`config.mk`:
```
export PLATFORM = sky130hd
export DESIGN_NAME = mem_port_arbiter
export DESIGN_NICKNAME = d
export VERILOG_FILES = /design/src/rtl/mem_port_arb_pkg.sv /design/src/rtl/mem_port_arbiter_watchdog.sv /design/src/rtl/mem_port_arbiter.sv
export SDC_FILE = /design/constraint.sdc
export NUM_CORES = 1
export LEC_CHECK = 0
export CAP_MARGIN = 20
export CORE_MARGIN = 3
export CORE_UTILIZATION = 41
export CTS_CLUSTER_DIAMETER = 50
export DETAILED_ROUTE_END_ITERATION = 10
export HOLD_SLACK_MARGIN = 0.15
export PLACE_DENSITY = 0.84
export SYNTH_ARGS = -nofsm -noshare
export SYNTH_HDL_FRONTEND = slang
export SYNTH_SLANG_ARGS = --single-unit
```
`constraint.sdc`:
```
create_clock -name clk -period 1.8 [get_ports clk]
set_input_delay 0.27 -clock clk [delete_from_list [all_inputs] [get_ports clk]]
set_output_delay 0.27 -clock clk [all_outputs]
set_load 0.01 [all_outputs]
```
`src/rtl/mem_port_arb_pkg.sv`:
```
// Shared types and defaults for the fetch/data memory port arbiter.
// Arbiter state, grant source and a saturating counter helper.
package mem_port_arb_pkg;

    typedef enum logic [1:0] {
        IDLE   = 2'd0,
        BUSY_I = 2'd1,
        BUSY_D = 2'd2
    } arb_state_e;

    typedef enum logic {
        SRC_I = 1'b0,
        SRC_D = 1'b1
    } req_src_e;

    localparam int unsigned AW_DEF         = 32;
    localparam int unsigned DW_DEF         = 32;
    localparam int unsigned TIMEOUT_DEF    = 16;
    localparam int unsigned STARVE_MAX_DEF = 3;

    function automatic logic [31:0] sat_inc(input logic [31:0] v);
        return (v == 32'hFFFF_FFFF) ? v : v + 32'd1;
    endfunction

endpackage

```
`src/rtl/mem_port_arbiter_watchdog.sv`:
```
// Busy-cycle timer for the memory port arbiter.
// Counts while enabled; expired is raised when the count hits TIMEOUT-1.
module arb_watchdog #(
    parameter int unsigned TIMEOUT = 16
) (
    input  logic clk,
    input  logic rst,
    input  logic clr,
    input  logic en,
    output logic expired
);

    localparam int unsigned CW = $clog2(TIMEOUT);

    logic [CW-1:0] count;

    assign expired = (count == CW'(TIMEOUT - 1));

    // Cycle counter: cleared while idle, held once expired
    always_ff @(posedge clk or negedge rst) begin
        if (!rst) begin
            count <= '0;
        end else if (clr) begin
            count <= '0;
        end else if (en && !expired) begin
            count <= count + CW'(1);
        end
    end

endmodule

```
`src/rtl/mem_port_arbiter.sv`:
```
// Fetch/data arbiter in front of a single-ported unified memory.
// Optional perf counters are built when MEM_PORT_ARB_PERF_EN is defined.
module mem_port_arbiter
    import mem_port_arb_pkg::*;
#(
    parameter int unsigned AW         = AW_DEF,
    parameter int unsigned DW         = DW_DEF,
    parameter int unsigned TIMEOUT    = TIMEOUT_DEF,
    parameter int unsigned STARVE_MAX = STARVE_MAX_DEF
) (
    input  logic            clk,
    input  logic            rst,
    input  logic            i_req,
    input  logic [AW-1:0]   i_addr,
    output logic            i_ack,
    output logic [DW-1:0]   i_rdata,
    output logic            i_err,
    input  logic            d_req,
    input  logic            d_we,
    input  logic [AW-1:0]   d_addr,
    input  logic [DW-1:0]   d_wdata,
    input  logic [DW/8-1:0] d_wmask,
    output logic            d_ack,
    output logic [DW-1:0]   d_rdata,
    output logic            d_err,
    output logic            mem_req,
    output logic            mem_we,
    output logic [AW-1:0]   mem_addr,
    output logic [DW-1:0]   mem_wdata,
    output logic [DW/8-1:0] mem_wmask,
    input  logic            mem_ack,
    input  logic [DW-1:0]   mem_rdata,
    output logic            stall_if,
    output logic            stall_mem
`ifdef MEM_PORT_ARB_PERF_EN
    ,
    output logic [31:0]     perf_conflict,
    output logic [31:0]     perf_i_wait,
    output logic [31:0]     perf_timeout
`endif
);

    localparam int unsigned SW = $clog2(STARVE_MAX + 1);

    arb_state_e     state, state_nxt;
    req_src_e       grant_src;
    logic           grant;
    logic           busy;
    logic           done;
    logic           expired;
    logic           starve_hit;
    logic [SW-1:0]  starve_cnt, starve_nxt;

    logic            i_ack_nxt, d_ack_nxt;
    logic            i_err_nxt, d_err_nxt;
    logic [DW-1:0]   i_rdata_nxt, d_rdata_nxt;
    logic            mem_req_nxt, mem_we_nxt;
    logic [AW-1:0]   mem_addr_nxt;
    logic [DW-1:0]   mem_wdata_nxt;
    logic [DW/8-1:0] mem_wmask_nxt;

    assign busy       = (state != IDLE);
    assign done       = busy && (mem_ack || expired);
    assign starve_hit = i_req && (starve_cnt == SW'(STARVE_MAX));
    assign stall_if   = i_req && !i_ack;
    assign stall_mem  = d_req && !d_ack;

    arb_watchdog #(
        .TIMEOUT(TIMEOUT)
    ) u_watchdog (
        .clk    (clk),
        .rst    (rst),
        .clr    (!busy),
        .en     (busy),
        .expired(expired)
    );

    // State register
    always_ff @(posedge clk or negedge rst) begin
        if (!rst) begin
            state <= IDLE;
        end else begin
            state <= state_nxt;
        end
    end

    // Grant decision in IDLE, completion detection while busy
    always_comb begin
        state_nxt = state;
        grant     = 1'b0;
        grant_src = SRC_I;
        unique case (state)
            IDLE: begin
                if (d_req && !starve_hit) begin
                    state_nxt = BUSY_D;
                    grant     = 1'b1;
                    grant_src = SRC_D;
                end else if (i_req) begin
                    state_nxt = BUSY_I;
                    grant     = 1'b1;
                    grant_src = SRC_I;
                end
            end
            BUSY_I, BUSY_D: begin
                if (mem_ack || expired) begin
                    state_nxt = IDLE;
                end
            end
            default: state_nxt = IDLE;
        endcase
    end

    // Next values of the registered outputs and starve counter
    always_comb begin
        i_ack_nxt     = done && (state == BUSY_I);
        d_ack_nxt     = done && (state == BUSY_D);
        i_err_nxt     = i_ack_nxt && !mem_ack;
        d_err_nxt     = d_ack_nxt && !mem_ack;
        i_rdata_nxt   = i_rdata;
        d_rdata_nxt   = d_rdata;
        mem_req_nxt   = mem_req;
        mem_we_nxt    = mem_we;
        mem_addr_nxt  = mem_addr;
        mem_wdata_nxt = mem_wdata;
        mem_wmask_nxt = mem_wmask;
        starve_nxt    = starve_cnt;
        if (i_ack_nxt) begin
            i_rdata_nxt = mem_ack ? mem_rdata : '0;
        end
        if (d_ack_nxt) begin
            d_rdata_nxt = (mem_ack && !mem_we) ? mem_rdata : '0;
        end
        if (done) begin
            mem_req_nxt = 1'b0;
        end
        if (grant) begin
            mem_req_nxt = 1'b1;
            if (grant_src == SRC_D) begin
                mem_we_nxt    = d_we;
                mem_addr_nxt  = d_addr;
                mem_wdata_nxt = d_wdata;
                mem_wmask_nxt = d_wmask;
                if (!i_req) begin
                    starve_nxt = '0;
                end else if (!starve_hit) begin
                    starve_nxt = starve_cnt + SW'(1);
                end
            end else begin
                mem_we_nxt    = 1'b0;
                mem_addr_nxt  = i_addr;
                mem_wdata_nxt = '0;
                mem_wmask_nxt = '1;
                starve_nxt    = '0;
            end
        end
    end

    // Output and request-field registers
    always_ff @(posedge clk or negedge rst) begin
        if (!rst) begin
            i_ack      <= 1'b0;
            d_ack      <= 1'b0;
            i_err      <= 1'b0;
            d_err      <= 1'b0;
            i_rdata    <= '0;
            d_rdata    <= '0;
            mem_req    <= 1'b0;
            mem_we     <= 1'b0;
            mem_addr   <= '0;
            mem_wdata  <= '0;
            mem_wmask  <= '0;
            starve_cnt <= '0;
        end else begin
            i_ack      <= i_ack_nxt;
            d_ack      <= d_ack_nxt;
            i_err      <= i_err_nxt;
            d_err      <= d_err_nxt;
            i_rdata    <= i_rdata_nxt;
            d_rdata    <= d_rdata_nxt;
            mem_req    <= mem_req_nxt;
            mem_we     <= mem_we_nxt;
            mem_addr   <= mem_addr_nxt;
            mem_wdata  <= mem_wdata_nxt;
            mem_wmask  <= mem_wmask_nxt;
            starve_cnt <= starve_nxt;
        end
    end

`ifdef MEM_PORT_ARB_PERF_EN
    // Saturating event counters
    always_ff @(posedge clk or negedge rst) begin
        if (!rst) begin
            perf_conflict <= '0;
            perf_i_wait   <= '0;
            perf_timeout  <= '0;
        end else begin
            if (state == IDLE && i_req && d_req) begin
                perf_conflict <= sat_inc(perf_conflict);
            end
            if (stall_if) begin
                perf_i_wait <= sat_inc(perf_i_wait);
            end
            if (done && !mem_ack) begin
                perf_timeout <= sat_inc(perf_timeout);
            end
        end
    end
`endif

    a_i_hold: assert property (@(posedge clk) disable iff (!rst)
        (state == BUSY_I) |-> i_req);
    a_d_hold: assert property (@(posedge clk) disable iff (!rst)
        (state == BUSY_D) |-> d_req);
    a_one_ack: assert property (@(posedge clk) disable iff (!rst)
        !(i_ack && d_ack));

endmodule

```
After elaboration in Yosys (flattened, before gate mapping)
Cells that the tools add are included.
Widths: inputs -> output; s select.
{"block": "totals", "reg_bits": 146, "inputBits": 138, "output_inout_bits": 140}
{"block": "classes", "addsub": 2, "eq_ne": 8, "mux": 22, "reduce_logical": 24}
{"operator": "$mux 32", "n": 4}
{"operator": "$mux 2", "n": 6}
{"operator": "$mux 4", "n": 3}
{"operator": "$logic_and 1x1->1", "n": 11}
{"operator": "$mux 1", "n": 8}
{"operator": "$logic_not 1->1", "n": 6}
{"operator": "$ne 3x3->1 const B", "n": 2}
{"operator": "$add 4x1->4 const B", "n": 1}
{"operator": "$eq 2x2->1 const B", "n": 2}
{"operator": "$eq 4x4->1 const B", "n": 1}
{"operator": "$pmux 2 s2", "n": 1}
{"operator": "$reduce_and 2->1", "n": 2}
{"operator": "$reduce_bool 2->1", "n": 2}
{"operator": "$add 2x1->2 const B", "n": 1}
{"operator": "$eq 2x1->1 const B", "n": 1}
{"operator": "$logic_not 2->1", "n": 1}
{"operator": "$ne 2x1->1 const B", "n": 1}
{"operator": "$ne 2x2->1 const B", "n": 1}
{"operator": "$reduce_or 2->1", "n": 1}
{"operator": "$logic_or 1x1->1", "n": 1}

Logic depth before layout (Yosys ltp)
Gate-level depths: netlist of run 1.
{"block": "depth", "ltp_word": 8, "depth_mapped": 8}

Modules after synthesis
Synthesis of run 1 repeated with hierarchy kept, for this count alone.
{"block": "unflattened", "hier_cells": 518, "area_unflattened_um2": 6553.8}
{"module": "mem_port_arbiter", "n_inst": 1, "cells_per_inst": 498, "area_per_inst_um2": 6324.8, "seq_area_each_um2": 3553.4}
{"module": "arb_watchdog", "n_inst": 1, "cells_per_inst": 20, "area_per_inst_um2": 229.0, "seq_area_each_um2": 100.1}

Worst setup path after synthesis of run 1
Ideal clock, no wire load.
{"block": "synth_path", "kind": "register -> register", "start": "reg state[0]", "end": "reg d_rdata[10]", "arrival_time_ns": 1.478, "required_ns": 1.679, "setup_slack_ns": 0.201, "path_stages_with_launch": 9, "n_path_buf": 3, "synth_period_minus_slack_ns": 1.599, "cell_sequence": "dfrtp_1 inv_1 ha_1 buf_2 nand2b_4 nand2b_1 buf_2 buf_6 a22o_1"}
{"block": "synth_via", "elab_chain_len": 3}
{"item": "start, declared", "line": "mem_port_arbiter.sv:45", "source": "arb_state_e state, state_nxt;"}
{"item": "start signal, assigned", "line": "mem_port_arbiter.sv:83", "source": "state <= state_nxt;"}
{"item": "$reduce_bool 2->1", "line": "mem_port_arbiter.sv:62", "source": "assign busy = (state != IDLE);"}
{"item": "$logic_and 1x1->1", "line": "mem_port_arbiter.sv:63", "source": "assign done = busy && (mem_ack || expired);"}
{"item": "$logic_and 1x1->1 *", "line": "mem_port_arbiter.sv:116", "source": "d_ack_nxt = done && (state == BUSY_D);"}
{"item": "end signal, assigned", "line": "mem_port_arbiter.sv:179", "source": "d_rdata <= d_rdata_nxt;"}
{"item": "end, declared", "line": "mem_port_arbiter.sv:24", "source": "output logic [DW-1:0] d_rdata,"}
Every way passes the cells marked *; elsewhere a longest branch is shown, timed or not.
A chain may end at the register's enable or synchronous reset.

Worst setup path in the final report of run 1
{"block": "layout_path", "start": "reg mem_we", "end": "out mem_we"}
{"item": "start, declared", "line": "mem_port_arbiter.sv:27", "source": "output logic mem_we,"}
{"item": "start signal, assigned", "line": "mem_port_arbiter.sv:181", "source": "mem_we <= mem_we_nxt;"}
No word-level cell between the ends.

==> out/metrics.csv, run 1 <==
stage,metric,value,unit
timing,setup_tns,0,ns
final_layout,layout overhead on the synthesized area,65.84,%
detailed_routing,metal1 wirelength,6580,µm
power_and_ir_drop,leakage power summed over all cells,4.111,nW
setup_path,number of cells on the worst reg-to-reg path,6,
detailed_routing,top metal layer carrying routed signals,met4,
timing,setup repair after global routing missed its margin,false,
clocking,clock sinks,146,
hold_path,worst min-delay path category,input port to async pin,
synth,"top cells by area, synth","sky130_fd_sc_hd__dfrtp_1 64%, sky130_fd_sc_hd__a22o_1 15%, sky130_fd_sc_hd__o21ai_0 5.2%",
timing,worst-case headroom to the max-slew limit,0.6226,
global_route,global-route congestion overflow total,0,
final_layout,fraction of layout cells with a size suffix above 1,0.08300,
power_and_ir_drop,total power divided by cell area,1830,mW/mm²
synth,post-synthesis area per instance,12.27,µm²
synth,count of unique library cells instantiated by Yosys,34,
timing,transition time at the pin with the least slew margin,0.5660,ns
timing,post-route fraction of the period consumed by the critical path,0.9376,
synth,Syn. warnings,0,
outcome,run status,completed,
floorplan,effective utilization at floorplan,0.4258,
global_route,global-route usage over all layers,0.2245,
final_layout,Antenna Diode Count,0,
final_layout,"Net count, final",889,
job,max cap viols,0,
setup_path,instance count on the critical path,1,
clocking,Bufs on Longest Clock Path,2,
clocking,library cell used as clock root buffer,sky130_fd_sc_hd__clkbuf_16,
floorplan,area of the core region,0.01345,mm²
timing,crit path time final,1.688,ns
setup_path,Worst setup endpoint,mem_we,
global_route,wire length of the first global-routing pass,26730,µm
detailed_routing,total vias in the final route,5055,
detailed_routing,routed wire length,17610,µm
synth,cell area after synthesis,0.005728,mm²
clocking,TritonCTS clock tree,yes,
timing,number of hold violations in the final report,0,
timing,Clock Skews,0.01199,ns
synth,area share of the leading cell type in the synthesized netlist,0.6378,
setup_path,dominant delay contributor by cell family on the critical path,buffers and inverters,
placement,final weighted congestion of routability-driven global placement,0.8214,
detailed_routing,detailed-route vias per instance,5.406,
synth,sequential element share of the synthesized area,0.6378,
detailed_routing,"antenna viol nets, final",0,
setup_path,crit-path max cell delay,0.58,ns
clocking,later-pin clock latency in the skew report,0.41,ns
global_route,vias in the first global route,5163,
power_and_ir_drop,IR Drop Worst-Case VDD,779.3,µV
placement,PortBufs,277,
setup_path,buffering stage count on the worst path with inverters included,1,
setup_path,critical-path maximum fanout,3,
setup_path,crit path from,mem_we,
setup_path,crit path kind,flop to output pin,
clocking,Post-CTS Repair Setup Buffers,0,
floorplan,horizontal die dimension,124.2,µm
clocking,TritonCTS Buffers,17,
floorplan,vertical die dimension,124.2,µm
synth,cell type with the largest total area after synthesis,sky130_fd_sc_hd__dfrtp_1,
timing,Final Setup Violations,0,
synth,net count after synthesis,610,
clocking,maximum level of the CTS H-tree,4,
setup_path,Worst EP arrival,1.42,ns
global_route,pin count of the biggest net entering global routing,62,
detailed_routing,Met2 Wirelength,8956,µm
detailed_routing,Residual DRC,0,
placement,final HPWL from detailed placement,12720,µm
timing,Max Slew Vio Count,0,
floorplan,I/O pin count,278,
setup_path,Critical Path RT,1.53,ns
clocking,clock transition at the registers of the reported paths,0.06,ns
setup_path,setup slack of the worst register-to-register path,0.13,ns
final_layout,fin area,0.009499,mm²
setup_path,Reg-to-Reg End,i_rdata[26],
setup_path,kind of start point of the critical path,flop,
detailed_routing,met3 wirelength from detailed routing,1584,µm
floorplan,Rows,42,
synth,Seq cells post-synth,146,
setup_path,highest-delay cell along the critical path,sky130_fd_sc_hd__clkdlybuf4s50_1,
global_route,number of antenna violations at the first check in global routing,0,
detailed_routing,number of detailed-route iterations in the first pass,5,
setup_path,type of element capturing the critical path,output pin,
setup_path,"critical path, cell by cell",clkdlybuf4s50_1,
placement,placed inst area,0.008812,mm²
synth,instance count of the mapped netlist,467,
floorplan,DIE AREA,0.01542,mm²
timing,fmax,592.5,MHz
detailed_routing,number of violations reported at the end of detailed-routing iteration 0,247,
setup_path,R2R Path Start,state[1],
detailed_routing,routed len/inst,18.83,µm
## final cells by class
class	instances	area [µm²]
fillers	931	3954
flip-flops and latches	146	3654
repair buffers	300	3088
multi-input cells	276	1853
clock buffers	18	439.2
clock inverters	14	226.5
well taps	176	220.2
inverters	5	18.77
## registers in the layout, indices dropped and copies added, names as in the netlist
signal,cells
d_ack,1
d_err,1
d_rdata,32
i_ack,1
i_err,1
i_rdata,32
mem_addr,32
mem_req,1
mem_wdata,32
mem_we,1
mem_wmask,4
starve_cnt,2
state,2
u_watchdog.count,4
## routing by layer
layer,vias up,global-route usage
met4,0,0.09377
li1,2285,-
met5,-,0
met3,30,0.07130
met2,263,0.3834
met1,2477,0.2611
## cell usage after synthesis
cell type	n
sky130_fd_sc_hd__dfrtp_1	146
sky130_fd_sc_hd__a22o_1	97
sky130_fd_sc_hd__o21ai_0	59
sky130_fd_sc_hd__nand2_1	38
sky130_fd_sc_hd__a21oi_1	33
sky130_fd_sc_hd__buf_2	18
sky130_fd_sc_hd__clkbuf_1	12
sky130_fd_sc_hd__buf_6	6
sky130_fd_sc_hd__nor2_1	6
sky130_fd_sc_hd__o21ai_1	6
sky130_fd_sc_hd__ha_1	5
sky130_fd_sc_hd__inv_1	5
sky130_fd_sc_hd__o22a_1	5
sky130_fd_sc_hd__buf_4	4
sky130_fd_sc_hd__nor3_1	3
sky130_fd_sc_hd__a31oi_1	2
sky130_fd_sc_hd__and2_1	2
sky130_fd_sc_hd__nand3_1	2
sky130_fd_sc_hd__nor2b_1	2
sky130_fd_sc_hd__nor3b_1	2
sky130_fd_sc_hd__a21bo_2	1
sky130_fd_sc_hd__a21boi_2	1
sky130_fd_sc_hd__a22oi_1	1
sky130_fd_sc_hd__a31o_2	1
sky130_fd_sc_hd__a32o_1	1
sky130_fd_sc_hd__mux2i_1	1
sky130_fd_sc_hd__nand2b_1	1
sky130_fd_sc_hd__nand2b_4	1
sky130_fd_sc_hd__nor3b_2	1
sky130_fd_sc_hd__o21a_2	1
sky130_fd_sc_hd__o2bb2a_1	1
sky130_fd_sc_hd__o2bb2ai_1	1
sky130_fd_sc_hd__o31ai_1	1
sky130_fd_sc_hd__xnor2_1	1
## cells in the final DEF (no fill, tap or decap), drive strengths merged, types with 2 or more instances in the layout
master,instances
nand2,38
a21oi,33
nand3,2
a22o,97
nand2b,2
bufinv,5
ha,5
nor2b,2
nor3,3
clkbuf,18
nor3b,3
o22a,5
clkinv,5
a31oi,2
inv,8
and2,2
nor2,6
o21ai,65
buf,23
clkdlybuf4s50,274
dfrtp,146
## worst min path at each step
stage | start | to | cells past startpoint
after floorplan | rst | d_ack | 0
after global placement | rst | d_rdata[11] | 1
after detailed placement | rst | d_rdata[14] | 1
after CTS | rst | i_rdata[11] | 2
after global routing | rst | d_rdata[14] | 2
final | rst | d_rdata[14] | 2
## power breakdown
| part | internal, mW | switching (mW) |
|---|---|---|
| Sequential | 4.84 | 0.921 |
| Clock | 2.52 | 1.39 |
| Combinational | 4.42 | 3.29 |
| Total | 11.8 | 5.60 |
## stage by stage
step / setup WS [ns] / std cells / hold slack [ns] / utilization / total power [mW]
2_1_floorplan: 0.2009 / 467 / -0.02559 / - / 8.978
3_3_place_gp: -0.02659 / 902 / 0.1683 / 0.6550 / 13.19
3_5_place_dp: -0.1924 / 902 / 0.1755 / 0.6550 / 13.47
4_1_cts: 0.01921 / 935 / 0.3077 / 0.7052 / 17.49
5_1_grt: 0.002980 / 935 / 0.3330 / 0.7061 / 18.33
6_report: 0.1122 / 935 / 0.3074 / 0.7061 / 17.38
## repair_timing
| action | in CTS | in global routing |
|---|---|---|
| hold buffers | 1 | 0 |
| endpoints found under the setup margin | 1 | 15 |
| resized for setup | 1 | 3 |
| endpoints found under the hold margin | 146 | 0 |
| cloned | 0 | 0 |
## logic make-up (layout without fill, tap and decap cells)
| kind of cell | count (synthesis) | in the layout | synth area share |
|---|---|---|---|
| buffers and inverters | 45 | 337 | 0.04391 |
| and+or+nand+nor | 58 | 58 | 0.04587 |
| adders and majority gates | 5 | 5 | 0.01092 |
| xor gates and xnor gates | 1 | 1 | 0.001529 |
| AOI/OAI and AO/OA | 211 | 211 | 0.2582 |
| DFF | 146 | 146 | 0.6378 |
| muxes | 1 | 1 | 0.001748 |
No activity file was read; power rests on OpenSTA's default activity.
==> run 2: changes to the inputs <==
Settings changed: PLACE_DENSITY 0.84 to 0.81.
==> out/metrics.csv, run 2 (same netlist as run 1, synthesis figures left out) <==
stage,metric,value,unit,change
setup_path,dominant delay contributor by cell family on the critical path,buffers and inverters,,
timing,Clock Skews,0.004824,ns,-0.007162 ns
final_layout,most used cells in the layout excluding fill and tap cells,"274 x sky130_fd_sc_hd__clkdlybuf4s50_1, 146 x sky130_fd_sc_hd__dfrtp_1, 97 x sky130_fd_sc_hd__a22o_1",,
timing,crit path time final,1.684,ns,-0.003449 ns
final_layout,Finished Core Util,0.6995,,-0.006603
timing,Max Slew Vio Count,0,,unchanged
placement,final HPWL from detailed placement,12950,µm,+1.8%
detailed_routing,"antenna viol nets, final",0,,unchanged
timing,post-route worst setup slack,0.1157,ns,+0.003449 ns
global_route,pin count of the biggest net entering global routing,70,,+13%
setup_path,crit path kind,flop to output pin,,
setup_path,crit-path max cell delay,0.58,ns,about the same
final_layout,"Net count, final",888,,-0.11%
timing,Final Setup Violations,0,,unchanged
detailed_routing,routed wire length,17850,µm,+1.4%
detailed_routing,total vias in the final route,5053,,-0.040%
final_layout,fraction of layout cells with a size suffix above 1,0.08047,,-0.002529
setup_path,type of element capturing the critical path,output pin,,
detailed_routing,number of detailed-route iterations in the first pass,5,,unchanged
detailed_routing,detailed-route vias per instance,5.410,,about the same
setup_path,"critical path, cell by cell",clkdlybuf4s50_1,,
clocking,library cell used as clock root buffer,sky130_fd_sc_hd__clkbuf_16,,
setup_path,Worst EP arrival,1.41,ns,about the same
final_layout,multi-input logic area,0.001853,mm²,unchanged
final_layout,total area of sequential cells,0.003654,mm²,unchanged
setup_path,buffering stage count on the worst path with inverters included,1,,unchanged
floorplan,Rows,42,,unchanged
final_layout,fin area,0.009410,mm²,-0.94%
placement,number of cells in the design after placement,901,,-0.11%
global_route,global-route usage over all layers,0.2301,,+0.005655
placement,PortBufs,277,,unchanged
final_layout,Antenna Diode Count,0,,unchanged
timing,number of hold violations in the final report,0,,unchanged
final_layout,"count of placed standard cells in the final layout, fillers left out",934,,-0.11%
detailed_routing,routed len/inst,19.12,µm,+1.5%
power_and_ir_drop,IR Drop Worst-Case VDD,867.5,µV,+11%
timing,post-route fraction of the period consumed by the critical path,0.9357,,-0.001916
power_and_ir_drop,leakage power summed over all cells,4.059,nW,-1.3%
timing,setup repair after global routing missed its margin,false,,
global_route,number of antenna violations at the first check in global routing,0,,unchanged
clocking,clock transition at the registers of the reported paths,0.06,ns,about the same
final_layout,fillers,982,,+5.5%
timing,worst-case headroom to the max-slew limit,0.6296,,+0.006949
placement,placed inst area,0.008790,mm²,-0.26%
detailed_routing,number of violations reported at the end of detailed-routing iteration 0,261,,+5.7%
power_and_ir_drop,total power divided by cell area,1796,mW/mm²,-1.8%
clocking,TritonCTS clock tree,yes,,
setup_path,Critical Path RT,1.53,ns,about the same
final_layout,layout overhead on the synthesized area,64.29,%,
placement,Setup WS pre-CTS,-0.1484,ns,+0.04397 ns
floorplan,vertical die dimension,124.2,µm,unchanged
global_route,vias in the first global route,5272,,+2.1%
job,max cap viols,0,,unchanged
setup_path,kind of start point of the critical path,flop,,
placement,final weighted congestion of routability-driven global placement,0.8351,,+1.7%
floorplan,DIE AREA,0.01542,mm²,unchanged
global_route,global-route congestion overflow total,0,,unchanged
setup_path,critical-path maximum fanout,3,,unchanged
clocking,maximum level of the CTS H-tree,4,,unchanged
floorplan,I/O pin count,278,,unchanged
floorplan,horizontal die dimension,124.2,µm,unchanged
timing,fmax,593.7,MHz,+0.20%
clocking,Bufs on Longest Clock Path,2,,unchanged
global_route,wire length of the first global-routing pass,27240,µm,+1.9%
setup_path,highest-delay cell along the critical path,sky130_fd_sc_hd__clkdlybuf4s50_1,,
outcome,run status,completed,,
timing,transition time at the pin with the least slew margin,0.5556,ns,-0.01042 ns
floorplan,area of the core region,0.01345,mm²,unchanged
hold_path,worst min-delay path category,input port to async pin,,
clocking,TritonCTS Buffers,17,,unchanged
floorplan,effective utilization at floorplan,0.4258,,unchanged
clocking,later-pin clock latency in the skew report,0.41,ns,about the same
clocking,clock sinks,146,,unchanged
final_layout,most common library cell in the layout ignoring fill and taps,sky130_fd_sc_hd__clkdlybuf4s50_1,,
detailed_routing,Residual DRC,0,,unchanged
-- run 2: path summary, 6_finish.rpt --
path	start	end	slack [ns]	cells after the start
setup / recovery	mem_we	mem_we	0.12	1
hold / removal	rst	d_rdata[12]	0.29	2
setup reg to reg	state[0]	mem_addr[30]	0.18	7
hold reg to reg	mem_addr[29]	mem_addr[29]	0.48	2
max in group asynchronous	rst	mem_wdata[29]	0.87	3
min in group clk	d_wdata[16]	mem_wdata[16]	0.47	2
-- run 2: layout make-up --
type                    instances  area share
inverters                       5    0.001994
flip-flops and latches        146      0.3882
clock inverters                 9     0.01090
multi-input cells             276      0.1969
clock buffers                  23     0.05292
repair buffers                299      0.3256
well taps                     176     0.02340
-- run 2: per-layer routing --
metal / vias up / part of all wire / GRT usage
met1: 2469 / 0.37 / 0.2653
met4: 0 / 0.036 / 0.1129
met5: - / 0 / 0
met2: 257 / 0.50 / 0.3848
met3: 42 / 0.094 / 0.07629
li1: 2285 / - / -
-- run 2: stage by stage --
| step | setup TNS [ns] | hold slack [ns] | total power, mW |
|---|---|---|---|
| after floorplan | 0 | -0.02559 | 8.978 |
| after global placement | 0 | 0.1333 | 13.14 |
| after detailed placement | -1.945 | 0.1370 | 13.41 |
| after CTS | 0 | 0.2722 | 17.00 |
| after global routing | 0 | 0.3049 | 17.89 |
| final | 0 | 0.2883 | 16.90 |
-- run 2: power by group --
group	switching (mW)	total, mW	internal (mW)
logic	3.26	7.63	4.37
clock network	1.29	3.51	2.21
registers	0.927	5.77	4.84
-- run 2: repair_timing --
action,CTS,global route
resized for setup,2,6
endpoints found under the hold margin,146,0
hold buffers,1,0
setup buffers,0,0
endpoints found under the setup margin,2,44
